--- src/rtl/alu_ctrl_pkg.sv ---
// Shared types and constants for the ALU command sequencer.
package alu_ctrl_pkg;

  localparam int DATA_W_DEF      = 8;
  localparam int FUN_W_DEF       = 4;
  localparam int RES_W           = 16;
  localparam int TIMEOUT_CYC_DEF = 15;

  localparam logic [7:0] CMD_ALU_OP  = 8'hCC;
  localparam logic [7:0] CMD_ALU_NOP = 8'hDD;

  typedef enum logic [2:0] {
    IDLE     = 3'd0,
    RX_A     = 3'd1,
    RX_B     = 3'd2,
    RX_FUN   = 3'd3,
    ALU_REQ  = 3'd4,
    ALU_WAIT = 3'd5,
    TX_LO    = 3'd6,
    TX_HI    = 3'd7
  } ctrl_state_e;

  typedef enum logic [2:0] {
    TXS_IDLE    = 3'd0,
    TXS_LO_WAIT = 3'd1,
    TXS_LO_HOLD = 3'd2,
    TXS_HI_WAIT = 3'd3,
    TXS_HI_HOLD = 3'd4
  } tx_state_e;

endpackage

--- src/rtl/alu_cmd_ctrl_if.sv ---
// Byte-stream, ALU and serializer signals of the ALU command sequencer.
interface alu_cmd_ctrl_if #(
  parameter int DATA_W = alu_ctrl_pkg::DATA_W_DEF,
  parameter int FUN_W  = alu_ctrl_pkg::FUN_W_DEF
);
  import alu_ctrl_pkg::*;

  logic [DATA_W-1:0] RX_P_DATA;
  logic              RX_D_VLD;
  logic [RES_W-1:0]  ALU_OUT;
  logic              OUT_VALID;
  logic              TX_BUSY;
  logic              ALU_EN;
  logic [FUN_W-1:0]  ALU_FUN;
  logic [DATA_W-1:0] OP_A;
  logic [DATA_W-1:0] OP_B;
  logic              CLK_GATE_EN;
  logic [DATA_W-1:0] TX_P_DATA;
  logic              TX_D_VLD;
  logic              CMD_ERR;

  modport slave (
    input  RX_P_DATA, RX_D_VLD, ALU_OUT, OUT_VALID, TX_BUSY,
    output ALU_EN, ALU_FUN, OP_A, OP_B, CLK_GATE_EN, TX_P_DATA, TX_D_VLD, CMD_ERR
  );

  modport master (
    output RX_P_DATA, RX_D_VLD, ALU_OUT, OUT_VALID, TX_BUSY,
    input  ALU_EN, ALU_FUN, OP_A, OP_B, CLK_GATE_EN, TX_P_DATA, TX_D_VLD, CMD_ERR
  );

endinterface

--- src/rtl/alu_ctrl_tx.sv ---
// Two-byte transmit handshake: sends a captured 16-bit result LSB first over a
// level-based TX_BUSY handshake and flags acceptance of each byte.
module alu_ctrl_tx (
  input  logic        clk,
  input  logic        rst_n,
  input  logic        start,
  input  logic [15:0] word,
  input  logic        tx_busy,
  output logic [7:0]  tx_data,
  output logic        tx_vld,
  output logic        lo_accept,
  output logic        done
);
  import alu_ctrl_pkg::*;

  tx_state_e        state_q, state_d;
  logic [RES_W-1:0] result_q, result_d;
  logic [7:0]       data_q, data_d;
  logic             vld_q, vld_d;

  // Request is raised once the serializer is free and dropped after it samples busy.
  always_comb begin
    state_d   = state_q;
    result_d  = result_q;
    data_d    = data_q;
    vld_d     = vld_q;
    lo_accept = 1'b0;
    done      = 1'b0;
    case (state_q)
      TXS_IDLE: begin
        if (start) begin
          result_d = word;
          if (!tx_busy) begin
            vld_d   = 1'b1;
            data_d  = word[7:0];
            state_d = TXS_LO_HOLD;
          end else begin
            state_d = TXS_LO_WAIT;
          end
        end else begin
          state_d = TXS_IDLE;
        end
      end
      TXS_LO_WAIT: begin
        if (!tx_busy) begin
          vld_d   = 1'b1;
          data_d  = result_q[7:0];
          state_d = TXS_LO_HOLD;
        end else begin
          state_d = TXS_LO_WAIT;
        end
      end
      TXS_LO_HOLD: begin
        if (tx_busy) begin
          vld_d     = 1'b0;
          lo_accept = 1'b1;
          state_d   = TXS_HI_WAIT;
        end else begin
          state_d = TXS_LO_HOLD;
        end
      end
      TXS_HI_WAIT: begin
        if (!tx_busy) begin
          vld_d   = 1'b1;
          data_d  = result_q[15:8];
          state_d = TXS_HI_HOLD;
        end else begin
          state_d = TXS_HI_WAIT;
        end
      end
      TXS_HI_HOLD: begin
        if (tx_busy) begin
          vld_d   = 1'b0;
          done    = 1'b1;
          state_d = TXS_IDLE;
        end else begin
          state_d = TXS_HI_HOLD;
        end
      end
      default: begin
        vld_d   = 1'b0;
        state_d = TXS_IDLE;
      end
    endcase
  end

  // Transmit state, result word and registered serializer outputs.
  always_ff @(posedge clk or negedge rst_n) begin
    if (!rst_n) begin
      state_q  <= TXS_IDLE;
      result_q <= '0;
      data_q   <= '0;
      vld_q    <= 1'b0;
    end else begin
      state_q  <= state_d;
      result_q <= result_d;
      data_q   <= data_d;
      vld_q    <= vld_d;
    end
  end

  assign tx_data = data_q;
  assign tx_vld  = vld_q;

endmodule

--- src/rtl/alu_cmd_ctrl.sv ---
// ALU command sequencer: parses CC/DD frames, runs the ALU, returns the result.
// Optional ALU wait timeout is enabled with the ALU_TIMEOUT_EN macro.
module alu_cmd_ctrl #(
  parameter int DATA_W = alu_ctrl_pkg::DATA_W_DEF,
  parameter int FUN_W  = alu_ctrl_pkg::FUN_W_DEF
`ifdef ALU_TIMEOUT_EN
  ,
  parameter int TIMEOUT_CYC = alu_ctrl_pkg::TIMEOUT_CYC_DEF
`endif
) (
  input logic           CLK,
  input logic           RST,
  alu_cmd_ctrl_if.slave bus
);
  import alu_ctrl_pkg::*;

  ctrl_state_e       state_q, state_d;
  logic [DATA_W-1:0] op_a_q, op_a_d;
  logic [DATA_W-1:0] op_b_q, op_b_d;
  logic [FUN_W-1:0]  alu_fun_q, alu_fun_d;
  logic              alu_en_q, alu_en_d;
  logic              gate_q, gate_d;
  logic              cmd_err_q, cmd_err_d;
  logic              tx_start;
  logic              tx_lo_accept;
  logic              tx_done;

`ifdef ALU_TIMEOUT_EN
  localparam int                TMO_W    = $clog2(TIMEOUT_CYC + 1);
  localparam logic [TMO_W-1:0] TMO_LAST = TMO_W'(TIMEOUT_CYC - 1);
  logic [TMO_W-1:0] tmo_q, tmo_d;
`endif

  // Frame parser and ALU sequencing; bytes outside IDLE..RX_FUN are ignored.
  always_comb begin
    state_d   = state_q;
    op_a_d    = op_a_q;
    op_b_d    = op_b_q;
    alu_fun_d = alu_fun_q;
    alu_en_d  = 1'b0;
    cmd_err_d = 1'b0;
    tx_start  = 1'b0;
`ifdef ALU_TIMEOUT_EN
    tmo_d     = tmo_q;
`endif
    case (state_q)
      IDLE: begin
        if (bus.RX_D_VLD) begin
          if (bus.RX_P_DATA == CMD_ALU_OP) begin
            state_d = RX_A;
          end else if (bus.RX_P_DATA == CMD_ALU_NOP) begin
            state_d = RX_FUN;
          end else begin
            cmd_err_d = 1'b1;
          end
        end else begin
          state_d = IDLE;
        end
      end
      RX_A: begin
        if (bus.RX_D_VLD) begin
          op_a_d  = bus.RX_P_DATA;
          state_d = RX_B;
        end else begin
          state_d = RX_A;
        end
      end
      RX_B: begin
        if (bus.RX_D_VLD) begin
          op_b_d  = bus.RX_P_DATA;
          state_d = RX_FUN;
        end else begin
          state_d = RX_B;
        end
      end
      RX_FUN: begin
        if (bus.RX_D_VLD) begin
          alu_fun_d = bus.RX_P_DATA[FUN_W-1:0];
          alu_en_d  = 1'b1;
          state_d   = ALU_REQ;
        end else begin
          state_d = RX_FUN;
        end
      end
      ALU_REQ: begin
        state_d = ALU_WAIT;
`ifdef ALU_TIMEOUT_EN
        tmo_d   = '0;
`endif
      end
      ALU_WAIT: begin
        // The result word goes straight into the transmitter on the capture edge.
        if (bus.OUT_VALID) begin
          tx_start = 1'b1;
          state_d  = TX_LO;
        end
`ifdef ALU_TIMEOUT_EN
        else if (tmo_q == TMO_LAST) begin
          cmd_err_d = 1'b1;
          state_d   = IDLE;
        end else begin
          tmo_d = tmo_q + TMO_W'(1);
        end
`else
        else begin
          state_d = ALU_WAIT;
        end
`endif
      end
      TX_LO: begin
        if (tx_lo_accept) begin
          state_d = TX_HI;
        end else begin
          state_d = TX_LO;
        end
      end
      TX_HI: begin
        if (tx_done) begin
          state_d = IDLE;
        end else begin
          state_d = TX_HI;
        end
      end
      default: begin
        state_d = IDLE;
      end
    endcase
    gate_d = (state_d == ALU_REQ) || (state_d == ALU_WAIT);
  end

  // Control state and registered ALU-side outputs.
  always_ff @(posedge CLK or negedge RST) begin
    if (!RST) begin
      state_q   <= IDLE;
      op_a_q    <= '0;
      op_b_q    <= '0;
      alu_fun_q <= '0;
      alu_en_q  <= 1'b0;
      gate_q    <= 1'b0;
      cmd_err_q <= 1'b0;
`ifdef ALU_TIMEOUT_EN
      tmo_q     <= '0;
`endif
    end else begin
      state_q   <= state_d;
      op_a_q    <= op_a_d;
      op_b_q    <= op_b_d;
      alu_fun_q <= alu_fun_d;
      alu_en_q  <= alu_en_d;
      gate_q    <= gate_d;
      cmd_err_q <= cmd_err_d;
`ifdef ALU_TIMEOUT_EN
      tmo_q     <= tmo_d;
`endif
    end
  end

  alu_ctrl_tx u_tx (
    .clk       (CLK),
    .rst_n     (RST),
    .start     (tx_start),
    .word      (bus.ALU_OUT),
    .tx_busy   (bus.TX_BUSY),
    .tx_data   (bus.TX_P_DATA),
    .tx_vld    (bus.TX_D_VLD),
    .lo_accept (tx_lo_accept),
    .done      (tx_done)
  );

  assign bus.ALU_EN      = alu_en_q;
  assign bus.ALU_FUN     = alu_fun_q;
  assign bus.OP_A        = op_a_q;
  assign bus.OP_B        = op_b_q;
  assign bus.CLK_GATE_EN = gate_q;
  assign bus.CMD_ERR     = cmd_err_q;

endmodule

--- src/flat_wrapper.sv ---
// flat-port wrapper written by rule: the top's interface ports become plain ports
module alu_cmd_ctrl_flat import alu_ctrl_pkg::*;
#(
  parameter int DATA_W = alu_ctrl_pkg::DATA_W_DEF,
  parameter int FUN_W  = alu_ctrl_pkg::FUN_W_DEF

)
  (CLK, RST, bus_RX_P_DATA, bus_RX_D_VLD, bus_ALU_OUT, bus_OUT_VALID, bus_TX_BUSY, bus_ALU_EN, bus_ALU_FUN, bus_OP_A, bus_OP_B, bus_CLK_GATE_EN, bus_TX_P_DATA, bus_TX_D_VLD, bus_CMD_ERR);
  alu_cmd_ctrl_if #(.DATA_W(DATA_W), .FUN_W(FUN_W)) bus_i ();
  input logic CLK;
  input logic RST;
  input wire logic [$bits(bus_i.RX_P_DATA)-1:0] bus_RX_P_DATA;
  input wire logic [$bits(bus_i.RX_D_VLD)-1:0] bus_RX_D_VLD;
  input wire logic [$bits(bus_i.ALU_OUT)-1:0] bus_ALU_OUT;
  input wire logic [$bits(bus_i.OUT_VALID)-1:0] bus_OUT_VALID;
  input wire logic [$bits(bus_i.TX_BUSY)-1:0] bus_TX_BUSY;
  output wire logic [$bits(bus_i.ALU_EN)-1:0] bus_ALU_EN;
  output wire logic [$bits(bus_i.ALU_FUN)-1:0] bus_ALU_FUN;
  output wire logic [$bits(bus_i.OP_A)-1:0] bus_OP_A;
  output wire logic [$bits(bus_i.OP_B)-1:0] bus_OP_B;
  output wire logic [$bits(bus_i.CLK_GATE_EN)-1:0] bus_CLK_GATE_EN;
  output wire logic [$bits(bus_i.TX_P_DATA)-1:0] bus_TX_P_DATA;
  output wire logic [$bits(bus_i.TX_D_VLD)-1:0] bus_TX_D_VLD;
  output wire logic [$bits(bus_i.CMD_ERR)-1:0] bus_CMD_ERR;
  assign bus_i.RX_P_DATA = bus_RX_P_DATA;
  assign bus_i.RX_D_VLD = bus_RX_D_VLD;
  assign bus_i.ALU_OUT = bus_ALU_OUT;
  assign bus_i.OUT_VALID = bus_OUT_VALID;
  assign bus_i.TX_BUSY = bus_TX_BUSY;
  assign bus_ALU_EN = bus_i.ALU_EN;
  assign bus_ALU_FUN = bus_i.ALU_FUN;
  assign bus_OP_A = bus_i.OP_A;
  assign bus_OP_B = bus_i.OP_B;
  assign bus_CLK_GATE_EN = bus_i.CLK_GATE_EN;
  assign bus_TX_P_DATA = bus_i.TX_P_DATA;
  assign bus_TX_D_VLD = bus_i.TX_D_VLD;
  assign bus_CMD_ERR = bus_i.CMD_ERR;
  alu_cmd_ctrl #(.DATA_W(DATA_W), .FUN_W(FUN_W)) u_core (.CLK(CLK), .RST(RST), .bus(bus_i));
endmodule
--- config.mk ---
export PLATFORM = sky130hd
export DESIGN_NAME = alu_cmd_ctrl_flat
export DESIGN_NICKNAME = d
export VERILOG_FILES = /design/src/rtl/alu_ctrl_pkg.sv /design/src/rtl/alu_cmd_ctrl_if.sv /design/src/rtl/alu_ctrl_tx.sv /design/src/rtl/alu_cmd_ctrl.sv /design/src/flat_wrapper.sv
export SDC_FILE = /design/constraint.sdc
export NUM_CORES = 1
export LEC_CHECK = 0
export ABC_AREA = 0
export CAP_MARGIN = 20
export CORE_ASPECT_RATIO = 2
export CORE_MARGIN = 3
export CORE_UTILIZATION = 40
export DETAILED_ROUTE_END_ITERATION = 8
export PLACE_DENSITY = 0.67
export SLEW_MARGIN = 40
export SYNTH_ARGS = -nofsm -noshare
export SYNTH_HDL_FRONTEND = slang
export SYNTH_SLANG_ARGS = --single-unit
--- constraint.sdc ---
create_clock -name CLK -period 2.3 [get_ports CLK]
set_input_delay 0.46 -clock CLK [delete_from_list [all_inputs] [get_ports CLK]]
set_output_delay 0.46 -clock CLK [all_outputs]
set_load 0.01 [all_outputs]
After elaboration in Yosys (flattened, before gate mapping)

Index checks and enable logic that the tools add are counted.

Input port bits: 29
Bits in registers: 54
Word-level logic and storage cells: 79
Output and inout port bits: 32

Multiplexer cells: 36
Reduce and logical (&&, ||, !) cells: 12
Eq/ne operators: 20

Operator list:

| kind                                                 | count |
|---|---|
| 2-to-1 mux 8 bit                                     | 4 |
| 2-to-1 mux 3 bit                                     | 8 |
| case mux 3 bit (8 select lines)                      | 1 |
| case mux 8 bit (3 select lines)                      | 1 |
| equality test 3 bit (second input constant)          | 7 |
| 2-to-1 mux 1 bit                                     | 17 |
| equality test 8 bit (second input constant)          | 2 |
| case mux 3 bit (5 select lines)                      | 1 |
| equality test 3 x 2 -> 1 bit (second input constant) | 4 |
| AND reduction 2 bit                                  | 5 |
| equality test 3 x 1 -> 1 bit (second input constant) | 2 |
| logical NOT 3 bit                                    | 2 |
| 2-to-1 mux 2 bit                                     | 3 |
| != test 2 bit (second input constant)                | 3 |
| AND reduction 5 bit                                  | 1 |
| != test 2 x 1 -> 1 bit (second input constant)       | 2 |
| OR reduction 2 bit                                   | 2 |
| case mux 1 bit (3 select lines)                      | 1 |
| nonzero test 3 bit                                   | 1 |
| logical OR 1 bit                                     | 1 |

Logic depth before layout (Yosys ltp)

Depth after elaboration: 7
Depth in mapped cells: 7
Gate-level depth less buffers: 5

By module

Synthesis repeated with hierarchy kept, for this count alone.

Cells, all modules: 191
Area total of the unflattened synthesis: 2498.6 µm²

Modules (own cells, without submodules):

| module       | sequential area each (µm²) | area an instance (µm²) | cells each | instances |
|---|---|---|---|---|
| alu_ctrl_tx  | 700.7                      | 1352.5                 | 101        | 1 |
| alu_cmd_ctrl | 650.6                      | 1146.1                 | 90         | 1 |

Least setup slack after synthesis

Ideal clock, no wire load.

Path type: register to register
Start point: register u_core.state_q[1]
End point: register u_core.u_tx.result_q[10]
Clock period less this slack: 1769 ps
Cell stages (with the launch flop): 7
Library setup time: 125 ps
Path buffers: 3
Required time: 2175 ps
Setup slack: 531 ps
Data arrival time: 1644 ps
Path through: dfrtp_1 > buf_6 > nand4b_4 > or4_4 > buf_6 > buf_12 > mux2_4

Longest elaborated chain between the ends: 3

RTL lines:

| what                          | RTL line            | source |
|---|---|---|
| start: declaration            | alu_cmd_ctrl.sv:17  | `ctrl_state_e state_q, state_d;` |
| start signal: assignment      | alu_cmd_ctrl.sv:145 | `state_q <= state_d;` |
| equality test 3 bit           | alu_cmd_ctrl.sv:46  | `case (state_q)` |
| 2-to-1 mux 1 bit              | alu_cmd_ctrl.sv:46  |  |
| AND reduction 2 bit (no line) | --                  |  |
| end signal: assignment        | alu_ctrl_tx.sv:96   | `result_q <= result_d;` |
| end: declaration              | alu_ctrl_tx.sv:17   | `logic [RES_W-1:0] result_q, result_d;` |

Every way passes these cells.
A chain may end at the register's enable or synchronous reset.

Worst setup path in the final report

Start point: input bus_OUT_VALID
End point: register u_core.u_tx.result_q[9]

Longest elaborated chain between the ends: 3

RTL lines:

| what                          | RTL line           | source |
|---|---|---|
| start: declaration            | flat_wrapper.sv:15 | `input wire logic [$bits(bus_i.OUT_VALID)-1:0] bus_OUT_VALID;` |
| 2-to-1 mux 1 bit              | alu_cmd_ctrl.sv:93 | `if (bus.OUT_VALID) begin` |
| 2-to-1 mux 1 bit              | alu_cmd_ctrl.sv:46 |  |
| AND reduction 2 bit (no line) | --                 |  |

Every way passes these cells.

==> results.yml <==
yosys:
  number_of_synthesized_flops_with_an_enable_pin: 0
  post-synth-top-count-cell: "dfrtp_1"
  post_synth_main_area_contributors: "dfrtp_1 (55%), mux2_2 (14%), mux2_4 (6.1%), mux2i_1 (3.3%), nand2_1 (2.7%)"
  syn_nets: 227
  synth_unique_cells: 36
  synth-seq-area-share_pct: 54.9
  synth_flop_cell: "dfrtp_1"
  synthesis.yosys.warnings: 0
  synth_top_area_cell: "dfrtp_1"
  postSynthCellCount: 198
  post_synth_design_cell_area_um2: 2460
  synth_async_sr_flop_share_pct: 100
  synth.cells.most_frequent: "dfrtp_1 (54), mux2_2 (30), nand2_1 (18), nor2_1 (15), a21oi_1 (13)"
  synth_area_per_cell_um2: 12.4
  synth_seq_cells: 54
  yosys.area.top_type_share_pct: 54.9
place:
  detailedPlace.worstSlack_ps: 74.9
  dp_hpwl_um: 3760
  numPortBuffers: 60
  finalWeightedCongestion: 0.789
  dpl.cell_count: 316
outcome:
  outcome: "finished, final reports clean"
cts:
  postCtsSetupBuffers: 0
  tritoncts_clock_tree: "done"
  cts_root_buffer: "clkbuf_16"
  clock_sink_count: 54
  cts-hold-fix-buffers: 0
  cts.htree.levels: 2
  cts-buffers-inserted: 5
  resized_cells_post_cts: 0
  clk_transition_reported_paths_ps: 70
  clock_latency_ps: 290
  clock_path_buffers: 2
routing:
  met2_length_um: 2790
  drc: 0
  detail_route.wirelength.met1_um: 1990
  drt_iter0_markers: 50
  routed_wire_length_per_instance_um: 15.6
  detail_route.vias_per_cell: 5.22
  met3WireLength_um: 173
  topRoutingLayerUsed: "met4"
  ant_nets: 0
  dr.pass1.iters: 5
  routed_wirelength_um: 5050
  vias: 1691
sta:
  rsz0062_at_grt: "no"
  fin_crit_ps: 1910
  setup_tns_ps: 0
  skew_ps: 5.99
  setup_violations: 0
  timing.final.crit_share_pct: 83.0
  achievable-frequency_mhz: 524
  relative_max_transition_margin_pct: 64.1
  transition_time_of_the_tightest_slew_check_pin_ps: 539
  report.final.hold_viol_count: 0
  drv_slew: 0
  final.setup.worst_slack_ps: 391
finish:
  fin_nets: 291
  count_of_fill_cells_added_during_filler_insertion: 518
  drive_gt1_share_pct: 24.0
  areaGrowthSynthToFinish_pct: 33.8
  insertedDiodeCount: 0
  layoutNonFillerInstCount: 324
run:
  maxCapViolCount: 0
floorplanning:
  die_area_um2: 7190
  dieHeight_um: 117
  core-area_um2: 5860
  initial_core_util_pct: 42.1
  die_width_um: 61.5
  io-pin-count: 61
  placementRows: 39
worst_setup_path:
  crit_required_ps: 2470
  worst-r2r-cell-count: 3
  nature_of_the_critical_path_startpoint: "input pin"
  cp_slowest_stage_delay_ps: 600
  critical_path_arrival_ps: 2080
  timing.rr.start: "u_core.state_q[1]$_DFF_PN0_"
  setup.worst_path.class: "in -> reg"
  reg2reg_setup_slack_ps: 500
  crit_path_top_delay_cell: "or4_4"
  timing.critical_path.from: "bus_OUT_VALID"
  critical_path.cell_chain: "clkdlybuf4s50_1 -> nand4b_4 -> or4_4 -> mux2_4"
  critPathCaptureType: "flop"
  critical_path.max_fanout: 16
grt:
  grt_max_degree: 34
  grt.overflow.total: 0
  grt_first_pass_wirelength_um: 8110
  grt_antenna_before_repair: 0
  number_of_global_route_vias_before_repair: 1711
  total_routing_usage_gr_pct: 15.1
power_and_ir_drop:
  p_per_area_nw_per_um2: 1340
  cellLeakagePower_nw: 1.46
  report.power.total_mw: 4.42
  ir_worst_vdd_mv: 0.629
min_path:
  hold_class: "in -> async"
-- flip-flops by register name, indices dropped and copies added, names as in the netlist --
| register | cells |
|---|---|
| u_core.bus.CMD_ERR | 1 |
| u_core.bus.ALU_EN | 1 |
| u_core.u_tx.state_q | 3 |
| u_core.bus.ALU_FUN | 4 |
| u_core.bus.OP_A | 8 |
| u_core.u_tx.tx_data | 8 |
| u_core.u_tx.tx_vld | 1 |
| u_core.state_q | 3 |
| u_core.u_tx.result_q | 16 |
| u_core.bus.OP_B | 8 |
| u_core.bus.CLK_GATE_EN | 1 |
-- report_power, final --
group	leakage [nW]	switching [mW]	internal, mW
Sequential	0.656	0.299	1.41
Combinational	0.719	0.712	1.14
Clock	0.0842	0.341	0.516
Total	1.46	1.35	3.06
-- metal layers --
metal / track usage [%] / vias up
met5: 0 / -
met4: 5.81 / 0
met3: 2.31 / 9
met2: 27.6 / 48
met1: 16.7 / 816
li1: - / 818
-- cell usage in the layout, fill, tap and decap left out, types with 2 or more instances in the layout --
| master | n |
|---|---|
| nand2b_1 | 5 |
| mux2i_1 | 8 |
| mux2_2 | 30 |
| o2111ai_1 | 2 |
| mux2_4 | 10 |
| clkbuf_16 | 5 |
| nand2_1 | 18 |
| nor3_1 | 2 |
| buf_4 | 7 |
| dfrtp_1 | 54 |
| clkdlybuf4s50_1 | 59 |
| nor2b_1 | 2 |
| a31oi_1 | 2 |
| inv_1 | 4 |
| a21oi_1 | 13 |
| o21ai_0 | 6 |
| nor2_1 | 15 |
-- logic make-up (layout without fill, tap and decap cells) --
kind of cell    Yosys count  in the layout  synth area share (%)
compound gates           29             29                  7.11
flops                    54             54                  54.9
simple gates             51             51                  10.7
buf+inv                  15             80                  3.91
mux                      48             48                  23.1
xor+xnor                  1              1                 0.356
-- through the flow --
stage               hold WS, ps  instance area [um^2]  util [%]
finish                      150                  3300      56.3
global route                174                  3300      56.3
CTS                         159                  3300      56.3
detailed placement          470                  3130      53.4
global placement            461                  3130      53.4
floorplan                   164                  2460         -
-- area by class of cell --
type	instances	area, um^2	share of cell area [%]
clock buffers	5	125	3.80
clock inverters	3	43.8	1.33
inverters	4	15.0	0.456
multi-input cells	129	1020	30.8
flip-flops and latches	54	1350	41.0
well taps	61	76.3	2.32
repair buffers	68	668	20.3
-- worst paths after layout --
kind                                                        to
setup / recovery           u_core.u_tx.result_q[9]$_DFFE_PN0P_
hold / removal                     u_core.state_q[1]$_DFF_PN0_
setup reg to reg           u_core.u_tx.result_q[9]$_DFFE_PN0P_
hold reg to reg              u_core.bus.ALU_FUN[0]$_DFFE_PN0P_
max in group asynchronous   u_core.u_tx.tx_data[6]$_DFFE_PN0P_
min in group CLK             u_core.bus.ALU_FUN[0]$_DFFE_PN0P_
-- worst max-delay path, delay by kind of cell --
| kind | cells | cell delay [ps] |
|---|---|---|
| AND/OR/NAND/NOR | 2 | 740 |
| multiplexers | 1 | 340 |
| buffers and inverters | 1 | 530 |
Power figures use the tool's default switching activity.
